## config.mk

```make
export PLATFORM = sky130hd
export DESIGN_NAME = spi_mem_arb_ctrl
export DESIGN_NICKNAME = d
export VERILOG_FILES = /design/src/rtl/spi_mem_pkg.sv /design/src/rtl/spi_rr_arb2.sv /design/src/rtl/spi_mem_arb_ctrl.sv
export SDC_FILE = /design/constraint.sdc
export NUM_CORES = 1
export LEC_CHECK = 0
export ABC_AREA = 1
export BUFFER_PORTS_ARGS = -buffer_cell sky130_fd_sc_hd__buf_2
export CAP_MARGIN = 25
export CORE_UTILIZATION = 55
export DETAILED_ROUTE_END_ITERATION = 10
export GPL_ROUTABILITY_DRIVEN = 0
export HOLD_SLACK_MARGIN = 0.05
export PLACE_DENSITY = 0.84
export SLEW_MARGIN = 25
export SYNTH_ARGS = -nofsm -noshare
export SYNTH_HDL_FRONTEND = slang
export SYNTH_SLANG_ARGS = --single-unit
```

## constraint.sdc

```tcl
create_clock -name clk -period 1.9 [get_ports clk]
set_input_delay 0.38 -clock clk [delete_from_list [all_inputs] [get_ports clk]]
set_output_delay 0.38 -clock clk [all_outputs]
set_load 0.01 [all_outputs]
```

## src/rtl/spi_mem_pkg.sv

```systemverilog
// Shared types and frame constants for the spi_mem bus-side arbiter/controller.
package spi_mem_pkg;

    typedef enum logic [2:0] {
        IDLE  = 3'd0,
        OPC   = 3'd1,
        SHIFT = 3'd2,
        RDATA = 3'd3,
        WAIT  = 3'd4
    } ctrl_state_t;

    localparam logic       OP_WRITE      = 1'b1;
    localparam logic       OP_READ       = 1'b0;
    localparam logic [4:0] WR_FRAME_BITS = 5'd16;
    localparam logic [4:0] RD_FRAME_BITS = 5'd8;
    localparam int         MEM_DEPTH     = 32;

    // Serial frame layout: address byte in bits 0..7, data byte in bits 8..15.
    function automatic logic [15:0] build_frame(input logic [7:0] addr8, input logic [7:0] data8);
        return {data8, addr8};
    endfunction

endpackage

```

## src/rtl/spi_rr_arb2.sv

```systemverilog
// Two-way round-robin arbiter: the pointer port wins ties and the pointer
// moves to the losing side whenever a grant is taken.
module spi_rr_arb2 (
    input  logic       clk,
    input  logic       rst_n,
    input  logic [1:0] i_req,
    input  logic       i_advance,
    output logic [1:0] o_gnt
);

    logic r_ptr;

    // One-hot grant from the current requests and pointer.
    always_comb begin
        o_gnt = 2'b00;
        case (r_ptr)
            1'b0: begin
                if (i_req[0]) begin
                    o_gnt = 2'b01;
                end else if (i_req[1]) begin
                    o_gnt = 2'b10;
                end else begin
                    o_gnt = 2'b00;
                end
            end
            1'b1: begin
                if (i_req[1]) begin
                    o_gnt = 2'b10;
                end else if (i_req[0]) begin
                    o_gnt = 2'b01;
                end else begin
                    o_gnt = 2'b00;
                end
            end
            default: o_gnt = 2'b00;
        endcase
    end

    // Pointer register.
    always_ff @(posedge clk or negedge rst_n) begin
        if (!rst_n) begin
            r_ptr <= 1'b0;
        end else if (i_advance && (|o_gnt)) begin
            r_ptr <= ~o_gnt[1];
        end else begin
            r_ptr <= r_ptr;
        end
    end

endmodule

```

## src/rtl/spi_mem_arb_ctrl.sv

```systemverilog
// Shares one spi_mem between two requesters: round-robin grant, one whole
// serial transaction per grant, op_done watchdog turning silence into err.
module spi_mem_arb_ctrl
    import spi_mem_pkg::*;
#(
    parameter int ADDR_W  = $clog2(MEM_DEPTH),
    parameter int DATA_W  = 8,
    parameter int TIMEOUT = 32
) (
    input  logic                  clk,
    input  logic                  rst_n,
    input  logic [1:0]            i_req,
    input  logic [1:0]            i_we,
    input  logic [2*ADDR_W-1:0]   i_addr,
    input  logic [2*DATA_W-1:0]   i_wdata,
    output logic [1:0]            o_gnt,
    output logic [1:0]            o_done,
    output logic [1:0]            o_err,
    output logic [DATA_W-1:0]     o_rdata,
    output logic                  o_spi_cs,
    output logic                  o_spi_miso,
    input  logic                  i_spi_mosi,
    input  logic                  i_spi_ready,
    input  logic                  i_spi_op_done
);

    localparam int             TCW     = $clog2(TIMEOUT);
    localparam logic [TCW-1:0] TO_LAST = TCW'(TIMEOUT - 1);

    ctrl_state_t       r_state, w_state_nxt;
    logic [1:0]        r_gnt, w_gnt_nxt, r_done, w_done_nxt, r_err, w_err_nxt;
    logic [DATA_W-1:0] r_rdata, w_rdata_nxt;
    logic              r_cs, w_cs_nxt, r_miso, w_miso_nxt, r_op, w_op_nxt;
    logic [15:0]       r_frame, w_frame_nxt;
    logic [4:0]        r_cnt, w_cnt_nxt;
    logic [7:0]        r_rx, w_rx_nxt;
    logic [TCW-1:0]    r_tcnt, w_tcnt_nxt;

    logic [1:0]        w_arb_gnt;
    logic              w_adv, w_sel, w_we_sel;
    logic [ADDR_W-1:0] w_addr_sel;
    logic [7:0]        w_wdata_sel;
    logic [4:0]        w_frame_len;

    spi_rr_arb2 u_arb (
        .clk       (clk),
        .rst_n     (rst_n),
        .i_req     (i_req),
        .i_advance (w_adv),
        .o_gnt     (w_arb_gnt)
    );

    assign w_sel       = w_arb_gnt[1];
    assign w_we_sel    = w_sel ? i_we[1] : i_we[0];
    assign w_addr_sel  = w_sel ? i_addr[2*ADDR_W-1:ADDR_W] : i_addr[ADDR_W-1:0];
    assign w_wdata_sel = w_sel ? i_wdata[2*DATA_W-1:DATA_W] : i_wdata[DATA_W-1:0];
    assign w_frame_len = (r_op == OP_WRITE) ? WR_FRAME_BITS : RD_FRAME_BITS;

    // Sequencer next-state and next-output logic.
    always_comb begin
        w_state_nxt = r_state;
        w_gnt_nxt   = r_gnt;
        w_done_nxt  = 2'b00;
        w_err_nxt   = 2'b00;
        w_rdata_nxt = r_rdata;
        w_cs_nxt    = r_cs;
        w_miso_nxt  = r_miso;
        w_op_nxt    = r_op;
        w_frame_nxt = r_frame;
        w_cnt_nxt   = r_cnt;
        w_rx_nxt    = r_rx;
        w_tcnt_nxt  = r_tcnt;
        w_adv       = 1'b0;
        case (r_state)
            IDLE: begin
                if (|i_req) begin
                    w_adv       = 1'b1;
                    w_gnt_nxt   = w_arb_gnt;
                    w_op_nxt    = w_we_sel;
                    w_frame_nxt = build_frame(8'(w_addr_sel), w_wdata_sel);
                    w_cs_nxt    = 1'b0;
                    w_miso_nxt  = w_we_sel;
                    w_cnt_nxt   = 5'd0;
                    w_state_nxt = OPC;
                end else begin
                    w_adv = 1'b0;
                end
            end
            OPC: begin
                // Opcode stays on the line for two cycles before bit 0.
                if (r_cnt == 5'd1) begin
                    w_miso_nxt  = r_frame[0];
                    w_state_nxt = SHIFT;
                end else begin
                    w_cnt_nxt = r_cnt + 5'd1;
                end
            end
            SHIFT: begin
                if (r_cnt == w_frame_len) begin
                    w_cs_nxt    = 1'b1;
                    w_miso_nxt  = 1'b0;
                    w_cnt_nxt   = 5'd0;
                    w_tcnt_nxt  = {TCW{1'b0}};
                    w_state_nxt = (r_op == OP_READ) ? RDATA : WAIT;
                end else begin
                    w_miso_nxt = r_frame[r_cnt[3:0]];
                    w_cnt_nxt  = r_cnt + 5'd1;
                end
            end
            RDATA: begin
                if (i_spi_ready) begin
                    w_rx_nxt    = {i_spi_mosi, r_rx[7:1]};
                    w_cnt_nxt   = r_cnt + 5'd1;
                    w_state_nxt = (r_cnt == 5'd7) ? WAIT : RDATA;
                end else begin
                    w_rx_nxt = r_rx;
                end
                // The watchdog also covers a memory that never raises ready.
                if (r_tcnt == TO_LAST) begin
                    w_done_nxt  = r_gnt;
                    w_err_nxt   = r_gnt;
                    w_gnt_nxt   = 2'b00;
                    w_state_nxt = IDLE;
                end else begin
                    w_tcnt_nxt = r_tcnt + TCW'(1);
                end
            end
            WAIT: begin
                if (i_spi_op_done) begin
                    w_done_nxt  = r_gnt;
                    w_rdata_nxt = (r_op == OP_READ) ? r_rx : r_rdata;
                    w_gnt_nxt   = 2'b00;
                    w_state_nxt = IDLE;
                end else if (r_tcnt == TO_LAST) begin
                    w_done_nxt  = r_gnt;
                    w_err_nxt   = r_gnt;
                    w_gnt_nxt   = 2'b00;
                    w_state_nxt = IDLE;
                end else begin
                    w_tcnt_nxt = r_tcnt + TCW'(1);
                end
            end
            default: begin
                w_state_nxt = IDLE;
                w_gnt_nxt   = 2'b00;
                w_cs_nxt    = 1'b1;
                w_miso_nxt  = 1'b0;
            end
        endcase
    end

    // State and output registers.
    always_ff @(posedge clk or negedge rst_n) begin
        if (!rst_n) begin
            r_state <= IDLE;
            r_gnt   <= 2'b00;
            r_done  <= 2'b00;
            r_err   <= 2'b00;
            r_rdata <= {DATA_W{1'b0}};
            r_cs    <= 1'b1;
            r_miso  <= 1'b0;
            r_op    <= 1'b0;
            r_frame <= 16'h0000;
            r_cnt   <= 5'd0;
            r_rx    <= 8'h00;
            r_tcnt  <= {TCW{1'b0}};
        end else begin
            r_state <= w_state_nxt;
            r_gnt   <= w_gnt_nxt;
            r_done  <= w_done_nxt;
            r_err   <= w_err_nxt;
            r_rdata <= w_rdata_nxt;
            r_cs    <= w_cs_nxt;
            r_miso  <= w_miso_nxt;
            r_op    <= w_op_nxt;
            r_frame <= w_frame_nxt;
            r_cnt   <= w_cnt_nxt;
            r_rx    <= w_rx_nxt;
            r_tcnt  <= w_tcnt_nxt;
        end
    end

    assign o_gnt      = r_gnt;
    assign o_done     = r_done;
    assign o_err      = r_err;
    assign o_rdata    = r_rdata;
    assign o_spi_cs   = r_cs;
    assign o_spi_miso = r_miso;

endmodule
```

; ---- After elaboration in Yosys (flattened, before gate mapping)
; Index checks and enable logic that the tools add are counted.
[word_totals]
output_inout_bits = 16
inputBits = 35
ff_bits = 52
[op_classes]
n_eq_ne = 16
n_mux = 48
addsub = 2
reduce_logical = 18
n_lt_le_gt_ge = 1
bitwise_logic = 6
[ops]
columns = operator, count
row1 = $mux 5, 9
row2 = $mux 3, 9
row3 = $pmux 5 s4, 1
row4 = $mux 2, 9
row5 = $pmux 3 s5, 1
row6 = $pmux 5 s3, 1
row7 = $ne 2x2->1 const B, 6
row8 = $pmux 2 s2, 3
row9 = $reduce_and 3->1, 4
row10 = $add 5x1->5 const B, 2
row11 = $mux 1, 10
row12 = $mux 8, 1
row13 = $pmux 2 s4, 1
row14 = $reduce_or 2->1, 4
row15 = $eq 3x2->1 const B, 2
row16 = $ne 3x3->1 const B, 2
row17 = $not 1->1, 6
row18 = $reduce_and 2->1, 3
row19 = $eq 5x1->1 const B, 1
row20 = $eq 5x3->1 const B, 1
row21 = $eq 5x5->1, 1
row22 = $eq 5x5->1 const B, 1
row23 = $lt 4x5->1 const B, 1
row24 = $reduce_and 5->1, 1
row25 = 11 further kinds, 11

; ---- Depth between registers and ports, before layout
[depth]
word_depth = 6
depth_mapped = 12
ltp_nobuf = 11

; ---- Modules after synthesis
; Synthesis repeated with hierarchy kept, for this count alone.
[unflattened]
hier_cells = 352
area_unflattened_um2 = 2871.5
[by_module_without_submodules]
columns = mod, instances, cells_per_inst, area_per_inst_um2, seq_area_each_um2
row1 = spi_mem_arb_ctrl, 1, 344, 2811.4, 1277.5
row2 = spi_rr_arb2, 1, 8, 60.1, 25.0

; ---- Worst setup path before layout
; Ideal clock, no wire load.
[synth_path]
path_type = reg-to-reg
from = reg r_cnt[0]
to = reg r_tcnt[3]
required_ns = 1.817
path_stages_with_launch = 13
period_less_slack_ns = 1.616
arrival_ns = 1.533
setup_ns = 0.083
setup_slack_ns = 0.284
path_cell_list = dfrtp_1 -> buf_2 -> clkinv_1 -> ha_1 -> inv_1 -> nor2_1 -> nand2_1 -> nand2_1 -> inv_1 -> nor2_1 -> nand2_1 -> nand2_1 -> o21ai_0
[synth_via]
elab_chain_len = 3
[synth_rtl]
columns = item, line
row1 = "start, declared", spi_mem_arb_ctrl.sv:35  ; logic [4:0] r_cnt, w_cnt_nxt;
row2 = "start signal, assigned", spi_mem_arb_ctrl.sv:177  ; r_cnt <= w_cnt_nxt;
row3 = $eq 5x5->1, spi_mem_arb_ctrl.sv:99  ; if (r_cnt == w_frame_len) begin
row4 = $ne 2x2->1 (no source line), -
row5 = $reduce_and 3->1 (no source line), -
row6 = "end signal, assigned", spi_mem_arb_ctrl.sv:166  ; r_tcnt <= {TCW{1'b0}};
row7 = "end signal, assigned", spi_mem_arb_ctrl.sv:179  ; r_tcnt <= w_tcnt_nxt;
row8 = "end, declared", spi_mem_arb_ctrl.sv:37  ; logic [TCW-1:0] r_tcnt, w_tcnt_nxt;
; Every way passes these cells.
; A chain may end at the register's enable or synchronous reset.

; ---- Worst setup path in the final report
[layout_path]
from = reg r_tcnt[0]
to = reg r_state[0]
[layout_via]
elab_chain_len = 3
elab_cells_between_ends = 6
cone_classes = eq/ne: 3 / mux: 2 / reduce/logical: 1
[layout_rtl]
columns = item, line
row1 = $eq 5x5->1 *, "spi_mem_arb_ctrl.sv:119, spi_mem_arb_ctrl.sv:134"
row2 = $ne 3x3->1 (no source line) / $mux 3 (equally long branches), -
row3 = $reduce_and 5->1 (no source line) / $pmux 3 s5 (equally long branches), -
row4 = "end signal, assigned", spi_mem_arb_ctrl.sv:168  ; r_state <= w_state_nxt;
row5 = "end, declared", spi_mem_arb_ctrl.sv:30  ; ctrl_state_t r_state, w_state_nxt;
; Every way passes the cells marked *; elsewhere a longest branch is shown, timed or not.

==> results.py <==
metrics = {
    "floorplan": {
        "io_pins": 51,
        "num_rows": 25,
        "core-area_um2": 4720,
        "die_y_um": 72.1,
        "die_x_um": 72.1,
        "start_util_pct": 57.3,
        "die_area_um2": 5200,
    },
    "grt": {
        "antenna_found_initial": 0,
        "use_met1_pct": 34.2,
        "grt_pass1_wl_um": 10000,
        "grt_start_max_net_pins": 53,
        "first_global_vias": 2252,
        "grt_use_met3_pct": 3.89,
        "overflow": 0,
        "grt_util_all_layers_pct": 24.6,
        "met2_usage_pct": 39.8,
        "busiest_layer": "met2",
    },
    "cells_and_area": {
        "antennaDiodeCount": 0,
        "num-fill-cells": 389,
        "nets": 439,
        "drive_gt1_share_pct": 21.8,
        "area_growth_pct": 16.6,
        "utilization_pct": 66.8,
    },
    "clocking": {
        "numCtsBuffers": 5,
        "clock_latency_ns": 0.31,
        "cts_setup_buffers": 0,
        "clock_tree.root_cell": "clkbuf_8",
        "cts_tree": "yes",
        "cts.htree.levels": 2,
        "clk_pin_slew_ns": 0.10,
        "clk_path_buf_depth": 2,
        "cts.sinks": 52,
    },
    "setup_path": {
        "critPathRequiredTime_ns": 2.10,
        "cp.arrival_ns": 1.94,
        "path_class": "flop to flop",
        "end_kind": "flop",
        "timing.rr.start": "r_tcnt[0]$_DFFE_PN0P_",
        "crit_path_start": "r_tcnt[0]$_DFFE_PN0P_",
        "critPathLaunchType": "flop",
        "crit_fanout": 5,
    },
    "flow_run": {
        "cap_violations": 0,
    },
    "logic_synthesis": {
        "avgSynthCellArea_um2": 7.89,
        "yosys_register_bits": 52,
        "yosysTopAreaCellShare_pct": 47.2,
        "synth_cell_type_count": 31,
        "syn_inst": 343,
        "yosys_warnings": 0,
        "synth_area_um2": 2710,
        "synthFlopType": "dfrtp_1",
        "yosysSeqAreaShare_pct": 48.1,
        "ys_top_cells_by_area": "dfrtp_1, nand2_1, o21ai_0",
        "synthArstFlopShare_pct": 100,
        "synth.largest_area_cell": "dfrtp_1",
        "synth-edff-count": 0,
        "syn-num-nets": 384,
    },
    "drt": {
        "firstDrtPassIters": 5,
        "drt_iter0_markers": 188,
        "routed_wl_um": 5790,
        "drc": 0,
        "antenna_left": 0,
        "num_vias": 2432,
        "viasPerCell": 5.22,
        "wl_per_cell_um": 12.4,
    },
    "sta": {
        "setup_viol": 0,
        "clock_skew_ns": 0.0146,
        "rsz0062_at_grt": "false",
        "fmaxAchievable_mhz": 575,
        "final.period_utilization_pct": 91.5,
        "hold_viol": 0,
        "tightest_slew_ns": 0.430,
        "setup_tns_ns": 0,
        "period_needed_ns": 1.74,
        "relSlewSlack_pct": 71.3,
        "slew_violations": 0,
    },
    "pwr": {
        "peakVddDrop_v": 0.000805,
        "p_leak_nw": 1.66,
        "cellPowerDensity_nw_per_um2": 1450,
    },
    "run_status": {
        "status": "complete, no violations",
    },
    "min_path": {
        "holdCritPathClass": "input port to flop",
        "worstHoldStart": "i_spi_mosi",
    },
    "place": {
        "portBuffers": 50,
        "hpwlAfterDp_um": 4360,
    },
}
## area by class of cell
class	count	area (um^2)	share of cell area (%)
tap	67	83.8	2.66
inverter	44	168	5.31
timing repair buffer	57	318	10.1
clock buffer	6	72.6	2.30
sequential	52	1300	41.3
clock inverter	2	13.8	0.436
multi-input combinational	238	1200	37.9
## per-stage QoR
stage / cell area, um^2 / total power, mW / cells / hold slack, ns / setup slack [ns]
2_1_floorplan: 2710 / 3.32 / 343 / 0.0844 / 0.284
3_3_place_gp: 3050 / 3.81 / 457 / 0.392 / 0.232
3_5_place_dp: 3050 / 3.91 / 457 / 0.393 / 0.114
4_1_cts: 3150 / 4.54 / 466 / 0.321 / 0.104
5_1_grt: 3160 / 4.96 / 466 / 0.324 / 0.00360
6_report: 3160 / 4.56 / 466 / 0.318 / 0.161
## routing by layer
layer / vias to the layer above / share of wire [%] / routed length (um)
met1: 1136 / 46 / 2670
li1: 1213 / - / -
met4: 0 / 1.4 / 79
met2: 75 / 47 / 2730
met5: - / 0 / 0
met3: 8 / 5.3 / 308
## cells in the final DEF (no fill, tap or decap), drive strengths merged
master and n:
dfstp 1, inv 44, o21bai 1, dlygate4sd3 1, nand3 24, o22ai 6, ha 6, nor3 3
mux2 1, clkinv 2, a21oi 6, nor2 41, clkbuf 6, buf 56, dfrtp 51, nand4 2
xor2 3, o32ai 2, nand2 87, o21ai 55, or2 1
## power by group
| part | internal [mW] | switching (mW) |
|---|---|---|
| clock | 0.263 | 0.363 |
| combinational | 0.753 | 1.35 |
| sequential | 1.52 | 0.308 |
| total | 2.54 | 2.02 |
## critical path: stages, from the launching register on
cell,delay [ns]
dfrtp_1,0.40
ha_1,0.17
nand2_1,0.08
nor2_2,0.14
ha_1,0.18
inv_1,0.06
nand4_1,0.12
o21ai_0,0.10
nor2_1,0.09
nand2_1,0.13
nand2_1,0.09
o21ai_0,0.08
## synth_stat cells (all sizes together) (2+ instances only)
cell,count
nand4,2
o22ai,6
nor3,3
nand2,87
dfrtp,51
o32ai,2
nor2,41
a21oi,6
ha,6
o21ai,55
inv,43
buf,7
clkbuf,2
nand3,24
xor2,3
## worst paths after layout
| check | endpoint | slack [ns] | depth (start not counted) |
|---|---|---|---|
| setup / recovery | r_state[0]$_DFFE_PN0P_ | 0.16 | 11 |
| hold / removal | r_rx[7]$_DFFE_PN0P_ | 0.32 | 3 |
| min in group asynchronous | r_cnt[3]$_DFFE_PN0P_ | 0.58 | 3 |
| hold reg to reg | o_rdata[5]$_DFFE_PN0P_ | 0.50 | 2 |
| setup reg to reg | r_state[0]$_DFFE_PN0P_ | 0.16 | 11 |
| max in group asynchronous | o_spi_cs$_DFFE_PN1P_ | 1.02 | 3 |
## registers in the layout, indices dropped and copies added (netlist names), 2 cells and up
register	flops
r_frame	13
o_rdata	8
r_rx	8
r_cnt	5
r_tcnt	5
r_state	3
o_done	2
o_err	2
o_gnt	2
## cells by family (layout without fill, tap and decap cells)
group           after synthesis  count (layout)  share of synthesized area [%]
fa+ha+maj                     6               6                           2.77
simple gates                158             158                           25.2
buf+inv                      53             109                           7.86
xor+xnor                      3               3                          0.971
compound gates               70              70                           14.7
mux                           1               1                          0.416
flops                        52              52                           48.1
## what timing repair did
item / in CTS / in global routing
setup endpoints to repair: 0 / 16
hold buffers: 1 / 0
hold endpoints to repair: 1 / 0
gates resized for setup: 0 / 4
(Power assumes the default switching activity.)
